**src/rtl/bus_pkg.sv**
```systemverilog
// Shared types and memory-map constants for the memory bus controller
// and for the other blocks that decode addresses.
package bus_pkg;

    typedef enum logic [1:0] {
        IDLE,
        ACCESS,
        RESP
    } bus_state_t;

    localparam int WAIT_W = 4;

    localparam logic [63:0] IM_BASE = 64'h0000;
    localparam logic [63:0] IM_SIZE = 64'h2000;
    localparam logic [63:0] DM_BASE = 64'h2000;
    localparam logic [63:0] DM_SIZE = 64'h1000;

    // Region index width, kept at least one bit so a single-region map still has a port.
    function automatic int idx_width(input int n);
        return (n > 1) ? $clog2(n) : 1;
    endfunction

endpackage

```
**src/rtl/mem_addr_decoder.sv**
```systemverilog
// Combinational region-map decoder: finds the lowest-indexed region that
// contains addr and reports the region-relative offset.
module mem_addr_decoder
    import bus_pkg::*;
#(
    parameter int                        ADDR_W   = 64,
    parameter int                        N_REG    = 2,
    parameter logic [N_REG*ADDR_W-1:0]   REG_BASE = {DM_BASE, IM_BASE},
    parameter logic [N_REG*ADDR_W-1:0]   REG_SIZE = {DM_SIZE, IM_SIZE},
    parameter logic [N_REG-1:0]          RO_MASK  = 2'b01,
    localparam int                       IDX_W    = idx_width(N_REG)
) (
    input  logic [ADDR_W-1:0] addr,
    input  logic              we,
    output logic              hit,
    output logic [IDX_W-1:0]  idx,
    output logic              ro_violation,
    output logic [ADDR_W-1:0] offset
);

    logic [N_REG-1:0] region_hit;

    // One extra bit on both sides so base+size at the top of the space does not wrap to 0.
    generate
        for (genvar gi = 0; gi < N_REG; gi++) begin : g_region
            logic [ADDR_W:0] base_ext;
            logic [ADDR_W:0] end_ext;
            assign base_ext = {1'b0, REG_BASE[gi*ADDR_W +: ADDR_W]};
            assign end_ext  = base_ext + {1'b0, REG_SIZE[gi*ADDR_W +: ADDR_W]};
            assign region_hit[gi] = ({1'b0, addr} >= base_ext) && ({1'b0, addr} < end_ext);
        end
    endgenerate

    // Scanning from the top down lets the lowest matching index win on overlap.
    always_comb begin
        hit          = 1'b0;
        idx          = '0;
        ro_violation = 1'b0;
        offset       = '0;
        for (int i = N_REG - 1; i >= 0; i--) begin
            if (region_hit[i]) begin
                hit          = 1'b1;
                idx          = IDX_W'(i);
                ro_violation = we && RO_MASK[i];
                offset       = addr - REG_BASE[i*ADDR_W +: ADDR_W];
            end
        end
    end

endmodule

```
**src/rtl/mem_bus_sys.sv**
```systemverilog
// System-level wrapper: instruction memory as read-only region 0 and
// data memory as region 1, using the standard map and wait states.
module mem_bus_sys
    import bus_pkg::*;
(
    input  logic        clk,
    input  logic        reset,
    input  logic        req,
    input  logic        we,
    input  logic [63:0] addr,
    input  logic [63:0] wdata,
    output logic [63:0] rdata,
    output logic        ready,
    output logic        err,
    output logic        busy,
    output logic        im_sel,
    output logic        dm_sel,
    output logic        s_we,
    output logic [63:0] s_addr,
    output logic [63:0] s_wdata,
    input  logic [63:0] im_rdata,
    input  logic [63:0] dm_rdata
);

    logic [1:0] s_sel;

    mem_bus_ctrl #(
        .ADDR_W   (64),
        .DATA_W   (64),
        .N_REG    (2),
        .REG_BASE ({DM_BASE, IM_BASE}),
        .REG_SIZE ({DM_SIZE, IM_SIZE}),
        .REG_WAIT ({4'd1, 4'd0}),
        .RO_MASK  (2'b01)
    ) u_ctrl (
        .clk     (clk),
        .reset   (reset),
        .req     (req),
        .we      (we),
        .addr    (addr),
        .wdata   (wdata),
        .rdata   (rdata),
        .ready   (ready),
        .err     (err),
        .busy    (busy),
        .s_sel   (s_sel),
        .s_we    (s_we),
        .s_addr  (s_addr),
        .s_wdata (s_wdata),
        .s_rdata ({dm_rdata, im_rdata})
    );

    assign im_sel = s_sel[0];
    assign dm_sel = s_sel[1];

endmodule

```
**src/rtl/mem_bus_ctrl.sv**
```systemverilog
// Memory-space controller: steers the datapath memory port to one of N
// slave regions with per-region wait states, write protection and errors.
module mem_bus_ctrl
    import bus_pkg::*;
#(
    parameter int                        ADDR_W   = 64,
    parameter int                        DATA_W   = 64,
    parameter int                        N_REG    = 2,
    parameter logic [N_REG*ADDR_W-1:0]   REG_BASE = {DM_BASE, IM_BASE},
    parameter logic [N_REG*ADDR_W-1:0]   REG_SIZE = {DM_SIZE, IM_SIZE},
    parameter logic [N_REG*WAIT_W-1:0]   REG_WAIT = {4'd1, 4'd0},
    parameter logic [N_REG-1:0]          RO_MASK  = 2'b01
) (
    input  logic                    clk,
    input  logic                    reset,
    input  logic                    req,
    input  logic                    we,
    input  logic [ADDR_W-1:0]       addr,
    input  logic [DATA_W-1:0]       wdata,
    output logic [DATA_W-1:0]       rdata,
    output logic                    ready,
    output logic                    err,
    output logic                    busy,
    output logic [N_REG-1:0]        s_sel,
    output logic                    s_we,
    output logic [ADDR_W-1:0]       s_addr,
    output logic [DATA_W-1:0]       s_wdata,
    input  logic [N_REG*DATA_W-1:0] s_rdata
);

    localparam int IDX_W = idx_width(N_REG);

    bus_state_t        state_q, state_d;
    logic [WAIT_W-1:0] cnt_q, cnt_d;
    logic [IDX_W-1:0]  idx_q, idx_d;
    logic              we_q, we_d;
    logic              ready_q, ready_d;
    logic              err_q, err_d;
    logic [N_REG-1:0]  s_sel_q, s_sel_d;
    logic              s_we_q, s_we_d;
    logic [ADDR_W-1:0] s_addr_q, s_addr_d;
    logic [DATA_W-1:0] s_wdata_q, s_wdata_d;
    logic [DATA_W-1:0] rdata_q, rdata_d;

    logic              dec_hit;
    logic [IDX_W-1:0]  dec_idx;
    logic              dec_ro;
    logic [ADDR_W-1:0] dec_offset;
    logic [WAIT_W-1:0] wait_sel;
    logic [N_REG-1:0]  sel_onehot;
    logic [DATA_W-1:0] slave_rdata;

    mem_addr_decoder #(
        .ADDR_W   (ADDR_W),
        .N_REG    (N_REG),
        .REG_BASE (REG_BASE),
        .REG_SIZE (REG_SIZE),
        .RO_MASK  (RO_MASK)
    ) u_decoder (
        .addr         (addr),
        .we           (we),
        .hit          (dec_hit),
        .idx          (dec_idx),
        .ro_violation (dec_ro),
        .offset       (dec_offset)
    );

    always_comb begin
        wait_sel    = '0;
        sel_onehot  = '0;
        slave_rdata = '0;
        for (int i = 0; i < N_REG; i++) begin
            if (dec_idx == IDX_W'(i)) begin
                wait_sel      = REG_WAIT[i*WAIT_W +: WAIT_W];
                sel_onehot[i] = 1'b1;
            end
            if (idx_q == IDX_W'(i)) begin
                slave_rdata = s_rdata[i*DATA_W +: DATA_W];
            end
        end
    end

    always_comb begin
        state_d   = state_q;
        cnt_d     = cnt_q;
        idx_d     = idx_q;
        we_d      = we_q;
        ready_d   = 1'b0;
        err_d     = 1'b0;
        s_sel_d   = s_sel_q;
        s_we_d    = 1'b0;
        s_addr_d  = s_addr_q;
        s_wdata_d = s_wdata_q;
        rdata_d   = rdata_q;

        case (state_q)
            IDLE: begin
                if (req) begin
                    if (!dec_hit || dec_ro) begin
                        state_d = RESP;
                        ready_d = 1'b1;
                        err_d   = 1'b1;
                    end else begin
                        state_d   = ACCESS;
                        cnt_d     = wait_sel;
                        idx_d     = dec_idx;
                        we_d      = we;
                        s_sel_d   = sel_onehot;
                        s_addr_d  = dec_offset;
                        s_wdata_d = wdata;
                        // Strobe is registered, so it is raised one edge ahead of the last ACCESS cycle.
                        s_we_d    = we && (wait_sel == '0);
                    end
                end
            end
            ACCESS: begin
                if (cnt_q == '0) begin
                    state_d = RESP;
                    ready_d = 1'b1;
                    s_sel_d = '0;
                    if (!we_q) begin
                        rdata_d = slave_rdata;
                    end
                end else begin
                    cnt_d  = cnt_q - 1'b1;
                    s_we_d = we_q && (cnt_q == WAIT_W'(1));
                end
            end
            RESP: begin
                state_d = IDLE;
            end
            default: begin
                state_d = IDLE;
            end
        endcase
    end

    always_ff @(posedge clk or negedge reset) begin
        if (!reset) begin
            state_q   <= IDLE;
            cnt_q     <= '0;
            idx_q     <= '0;
            we_q      <= 1'b0;
            ready_q   <= 1'b0;
            err_q     <= 1'b0;
            s_sel_q   <= '0;
            s_we_q    <= 1'b0;
            s_addr_q  <= '0;
            s_wdata_q <= '0;
            rdata_q   <= '0;
        end else begin
            state_q   <= state_d;
            cnt_q     <= cnt_d;
            idx_q     <= idx_d;
            we_q      <= we_d;
            ready_q   <= ready_d;
            err_q     <= err_d;
            s_sel_q   <= s_sel_d;
            s_we_q    <= s_we_d;
            s_addr_q  <= s_addr_d;
            s_wdata_q <= s_wdata_d;
            rdata_q   <= rdata_d;
        end
    end

    assign rdata   = rdata_q;
    assign ready   = ready_q;
    assign err     = err_q;
    assign busy    = (state_q != IDLE);
    assign s_sel   = s_sel_q;
    assign s_we    = s_we_q;
    assign s_addr  = s_addr_q;
    assign s_wdata = s_wdata_q;

endmodule

```
**config.mk**
```make
export PLATFORM = sky130hd
export DESIGN_NAME = mem_bus_sys
export DESIGN_NICKNAME = d
export VERILOG_FILES = /design/src/rtl/bus_pkg.sv /design/src/rtl/mem_addr_decoder.sv /design/src/rtl/mem_bus_sys.sv /design/src/rtl/mem_bus_ctrl.sv
export SDC_FILE = /design/constraint.sdc
export NUM_CORES = 1
export LEC_CHECK = 0
export CAP_MARGIN = 10
export CELL_PAD_IN_SITES_DETAIL_PLACEMENT = 1
export CELL_PAD_IN_SITES_GLOBAL_PLACEMENT = 2
export CORE_UTILIZATION = 25
export CTS_CLUSTER_DIAMETER = 40
export DETAILED_ROUTE_END_ITERATION = 6
export PLACE_DENSITY = 0.88
export SYNTH_ARGS = -nofsm -noshare
export SYNTH_HDL_FRONTEND = slang
export SYNTH_SLANG_ARGS = --single-unit
```
**constraint.sdc**
```tcl
create_clock -name clk -period 2.5 [get_ports clk]
set_input_delay 0.375 -clock clk [delete_from_list [all_inputs] [get_ports clk]]
set_output_delay 0.375 -clock clk [all_outputs]
set_load 0.05 [all_outputs]
```
After elaboration in Yosys (flattened, before gate mapping)
Index checks and enable logic that the tools add are counted.

Multipliers: 0. Equality and inequality tests: 6. Muxes and demuxes: 31. Bitwise logic cells: 2. Shift operators: 0. Add/sub/neg operators: 2. Div/mod/pow operators: 0. Order comparisons: 4. Reductions and logical operators: 16.

Operators with widths (count): $mux 64 (3); $lt 64x14->1 const B (2); $ge 64x1->1 const B (1); $ge 64x14->1 const B (1); $sub 64x14->64 const B (1); $mux 1 (14); $mux 2 (6); $mux 4 (3); $logic_not 4->1 (2); $pmux 2 s2 (2); $pmux 4 s2 (1); $reduce_and 4->1 (2); $ne 2x2->1 const B (3); $reduce_and 3->1 (2); $eq 4x1->1 const B (1); $logic_and 1x1->1 (4); $pmux 1 s2 (2); $reduce_bool 2->1 (2); $sub 4x1->4 const B (1); $eq 2x1->1 const B (1); $logic_not 2->1 (1); $ne 2x1->1 const B (1); $not 1->1 (2); $reduce_and 2->1 (1); other kinds (2) (2).

Logic and storage cells: 72. Output and inout port bits: 198. Register bits: 205. Bits in latches: 0. Bits in writable memories: 0. Input bits: 260. Memories: 0. Memory bits (read-only): 0.

Logic depth before layout (Yosys ltp)
Depth after elaboration: 10. Mapped depth: 8.

By module
From an unflattened synthesis, not the netlist that was laid out.

Cell total of the unflattened synthesis: 639. Area total of the unflattened synthesis: 9347.7 um^2.

Modules (own cells, without submodules): mem_bus_ctrl (area each 8670.8 um^2, times used 1, cells each 534, seq. area each 5129.9 um^2); mem_addr_decoder (area each 676.9 um^2, times used 1, cells each 105, seq. area each 0.0 um^2).

Worst setup path before layout
No wires, ideal clock.

Kind: input to register. Start point: in addr[19]. End point: reg u_ctrl.s_wdata_q[36], in the netlist u_ctrl.s_wdata[36]. Setup slack: 153 ps. Arrival time: 2222 ps. Stages on the path: 7. Required time: 2375 ps. Path through: nor4_2 > nand4b_1 > or4_4 > nor3_2 > buf_4 > buf_6 > mux2_2.

Word-level cells in the longest chain between the ends: 8. Elaborated cells between the ends (all ways): 13. Those cells by class: order compare: 4; mux: 3; bitwise: 1; reduce/logical: 5.

RTL lines: start, declared (RTL line mem_bus_sys.sv:10) `input logic [63:0] addr,`; $ge 64x14->1 or $lt 64x14->1 (tied branches) (RTL line mem_addr_decoder.sv:30) `assign region_hit[gi] = ({1'b0, addr} >= base_ext) && ({1'b0, addr} < end_ext);`; $logic_and 1x1->1 (RTL line mem_addr_decoder.sv:30); $mux 1 (2 in a row) (RTL line mem_addr_decoder.sv:41) `if (region_hit[i]) begin`; $logic_not 1->1 (RTL line mem_bus_ctrl.sv:99) `if (!dec_hit || dec_ro) begin`; $logic_or 1x1->1 * (RTL line mem_bus_ctrl.sv:99); $not 1->1 (no line) *; $reduce_and 3->1 (no line) *; end signal, assigned (RTL line mem_bus_ctrl.sv:161) `s_wdata_q <= s_wdata_d;`; end, declared (RTL line mem_bus_ctrl.sv:42) `logic [DATA_W-1:0] s_wdata_q, s_wdata_d;`.

Mark *: on every way between the ends. The rest lies on a longest branch, timed or not. A chain may end at the register's enable or synchronous reset.

Worst setup path after layout
Start point: in addr[41]. End point: reg u_ctrl.s_wdata_q[55], in the netlist u_ctrl.s_wdata[55].

Same word-level chain as after synthesis.

==> summary.md <==
| Metric | Value |
|---|---|
| Status | completed |
| Cell Int Power | 7.059 mW |
| Total CTS buffers | 36 |
| Period minus WS final | 2.429 ns |
| Area delta synth->final | 81.14% |
| Rel. slew slack | 55.32% |
| Maximum VDD drop | 497.3 uV |
| Die X | 184.6 um |
| I/O Pins | 458 |
| Post-Syn Instances | 656 |
| Switch Pwr | 1.901 mW |
| PD cells | 593.7 nW/um2 |
| Synth Area in Compound Gates | 7.629% |
| Area fraction in and, or, nand and nor cells after synthesis | 8.725% |
| Top FF cell, synth | dfrtp_1 |
| Footprint of the multi-input gates | 3007 um2 |
| Clk pin slew, worst setup/hold paths | 0.05 ns |
| Storage element area | 5134 um2 |
| Vias in the first global route | 7829 |
| DR WL/cell | 17.96 um |
| Clk Latency, worst-skew pair | 0.50 ns |
| R2R Path End | u_ctrl.rdata[56]$_DFFE_PN0P_ |
| Antenna diodes | 0 |
| Crit Path Category | in -> reg |
| Adder and majority cell fraction of the synthesized area | 0.6007% |
| GRT Util Overall | 16.89% |
| Logic gate share of total power | 6.8% |
| DRC Markers | 0 |
| Row cnt | 66 |
| Initial antenna violation count | 0 |
| Post-DP HPWL | 22150 um |
| Reg-to-reg startpoint | u_ctrl.state_q[1]$_DFFE_PN0P_ |
| Share of cells above drive strength 1 | 17.04% |
| Flop-to-flop setup slack | 0.40 ns |
| Final Max Slew Viols | 0 |
| Final Hold Fails | 0 |
| Number of antenna-violating nets in the routed design | 0 |
| Tcrit/Tclk final | 97.18% |
| # setup viols final | 0 |
| Setup Skew | 0.02548 ns |
| Nets | 1428 |
| Syn avg cell area | 12.70 um2 |
| Clk root buf | clkbuf_16 |
| CP Capture Type | register |
| H-tree levels | 2 |
| Pleak | 6.988 nW |
| DRT Pass-1 Iters | 4 |
| CP required | 2.87 ns |
| HP Class | reg -> reg |
| Hold Crit Depth | 1 |
| Drt first-iter violations | 201 |
| Sequential share of power | 37.1% |
| Placed cell area | 13820 um2 |
| Mux cell area share after synthesis | 18.73% |
| Layout filler cell count | 3483 |
| CTS Buffer Depth | 3 |
| Global-route wire length before repair | 44260 um |
| Die Y | 184.6 um |
| Hold Path Origin | u_ctrl.s_addr[35]$_DFFE_PN0P_ |
| Worst EP arrival | 2.80 ns |
| Largest net degree at the start of global routing | 79 |
| Die ar. | 34060 um2 |
| GPL Wtd Cong | 0.7733 |
| Reg2Reg Depth | 6 |
| Post-layout instance area | 15090 um2 |
| Core ar. | 32700 um2 |
| Number of synthesized flops with an enable pin | 0 |
| Via count | 7169 |
| Final hold slack | 0.4728 ns |
| Overflow after GRT | 0 |
| PortBufs | 457 |
| Largest family of logic cells by synthesized area | multiplexers |
| #FFs+latches synth | 205 |
| CP Max Fanout | 20 |
| Synth Area in XOR/XNOR | 0.1051% |
| Slowest CP cell | or4_4 |
| Worst path max stage delay | 0.60 ns |
| Clk sinks | 205 |
| RSZ-0062 raised after global routing | false |
| Part of the Yosys area used for sequential elements | 61.57% |
| CTS tree | yes |
| Via density | 4.390 |
| Syn_nets | 920 |
| Switching Share | 21.21% |
| CP Launch Type | input port |
| Initial core utilization | 25.48% |
| Synthesized area | 8332 um2 |
| WHS Endpoint | u_ctrl.s_addr[35]$_DFFE_PN0P_ |
| Post-synth cell types | 36 |
| Routed WL | 29330 um |
| Fmax | 0.4116 GHz |
| CP dominant cell by count | buf_12 |
| Synth warn | 0 |
| Actual slew at the worst max-slew pin | 0.6701 ns |
| Setup Fix Bufs, Post-CTS | 0 |
| Max-cap violations | 0 |
| Async set or reset register ratio after synthesis | 100.0% |
| Clock power frac | 56.0% |
| Critical Path, Cell by Cell | clkdlybuf4s50_1, nor4_1, nand4_1, or4_4, nor3_4, buf_12, buf_12, mux2_2 |
layout by cell type (no fill, tap or decap), drive strengths merged, types with 2 or more instances in the layout:
cell type,count
o21ai,12
a21oi,65
dfrtp,205
clkinvlp,2
nand4,4
nand3,5
buf,51
bufinv,4
nor2b,2
mux2i,67
nor4,12
nand2b,5
nor2,71
clkinv,6
nand4b,2
clkbuf,48
mux2,79
nor3,4
inv,13
and2,26
o31ai,9
a31o,2
nand2,9
ha,4
a21o,18
clkdlybuf4s50,456
o22ai,2
worst max-delay path by stage:
stage	from	endpoint	cells past startpoint
2_1_floorplan	addr[19]	u_ctrl.s_wdata[36]$_DFFE_PN0P_	7
3_3_place_gp	addr[47]	u_ctrl.s_wdata[32]$_DFFE_PN0P_	8
3_5_place_dp	addr[41]	u_ctrl.s_wdata[55]$_DFFE_PN0P_	8
4_1_cts	addr[41]	u_ctrl.s_wdata[55]$_DFFE_PN0P_	8
5_1_grt	addr[27]	u_ctrl.s_wdata[58]$_DFFE_PN0P_	8
6_report	addr[41]	u_ctrl.s_wdata[55]$_DFFE_PN0P_	8
cells by family after synthesis:
| kind of cell | Yosys count |
|---|---|
| flip-flops | 205 |
| buffers and inverters | 46 |
| adder cells (fa/ha/maj) | 4 |
| multiplexers | 146 |
| AND/OR/NAND/NOR | 144 |
| AO/OA/AOI/OAI | 110 |
| XOR/XNOR | 1 |
cell type report:
type / instances / area share [%]
Sequential cell: 205 / 34.02
Multi-Input combinational cell: 405 / 19.92
Clock inverter: 18 / 1.509
Clock buffer: 47 / 6.782
Timing Repair Buffer: 509 / 33.93
Tap cell: 442 / 3.664
Inverter: 7 / 0.1741
state kept, by name, indices dropped and copies added, names as in the netlist:
name,flops
u_ctrl.rdata,64
u_ctrl.s_addr,64
u_ctrl.s_wdata,64
u_ctrl.cnt_q,4
u_ctrl.s_sel,2
u_ctrl.state_q,2
u_ctrl.err,1
u_ctrl.idx_q,1
u_ctrl.ready,1
u_ctrl.s_we,1
u_ctrl.we_q,1
power by group through the flow:
stage	clock [mW]	combinational, mW	sequential [mW]
global route	5.31	0.658	3.32
finish	5.02	0.610	3.33
floorplan	0	0.0638	3.39
global placement	0	0.609	3.38
detailed placement	0	0.617	3.38
CTS	5.17	0.623	3.33
synthesized netlist by cell type (7+ instances only):
master,number,area (um2)
mux2i_1,67,670.6
a21oi_1,65,325.3
nand2_1,9,33.78
and2_1,26,162.7
inv_1,7,26.28
nor2_1,71,266.5
mux2_2,79,889.6
o31ai_1,9,67.56
dfrtp_1,205,5130
nor4_1,10,62.56
a21o_1,18,135.1
o21ai_0,12,60.06
clkbuf_1,26,97.59
per-layer routing:
layer	track usage, %	up-vias	wire length, um
met5	0	-	0
met4	4.467	0	506
met3	6.362	37	3056
met2	30.19	302	14790
met1	18.62	3514	10970
li1	-	3316	-
metrics by stage:
stage	setup WS, ns	total power, mW	instances	utilization (%)	TNS, ns
global route	0.01456	9.290	1633	46.15	0
floorplan	0.1527	3.456	656	-	0
CTS	0.05960	9.115	1633	46.13	0
finish	0.07057	8.960	1633	46.15	0
detailed placement	-0.4622	4.000	1567	42.28	-43.43
global placement	-0.3711	3.992	1567	42.28	-33.53
critical path, delay by kind of cell:
kind	cells	cell delay [ns]
buffers and inverters	3	0.78
multiplexers	1	0.35
AND/OR/NAND/NOR	4	1.28
what timing repair did:
item / 4_1_cts / 5_1_grt
endpoints found under the hold margin: 71 / 0
hold buffers: 1 / 0
endpoints found under the setup margin: 0 / 47
gates resized for setup: 0 / 1
Note: power is estimated with default switching activity, not from simulation.
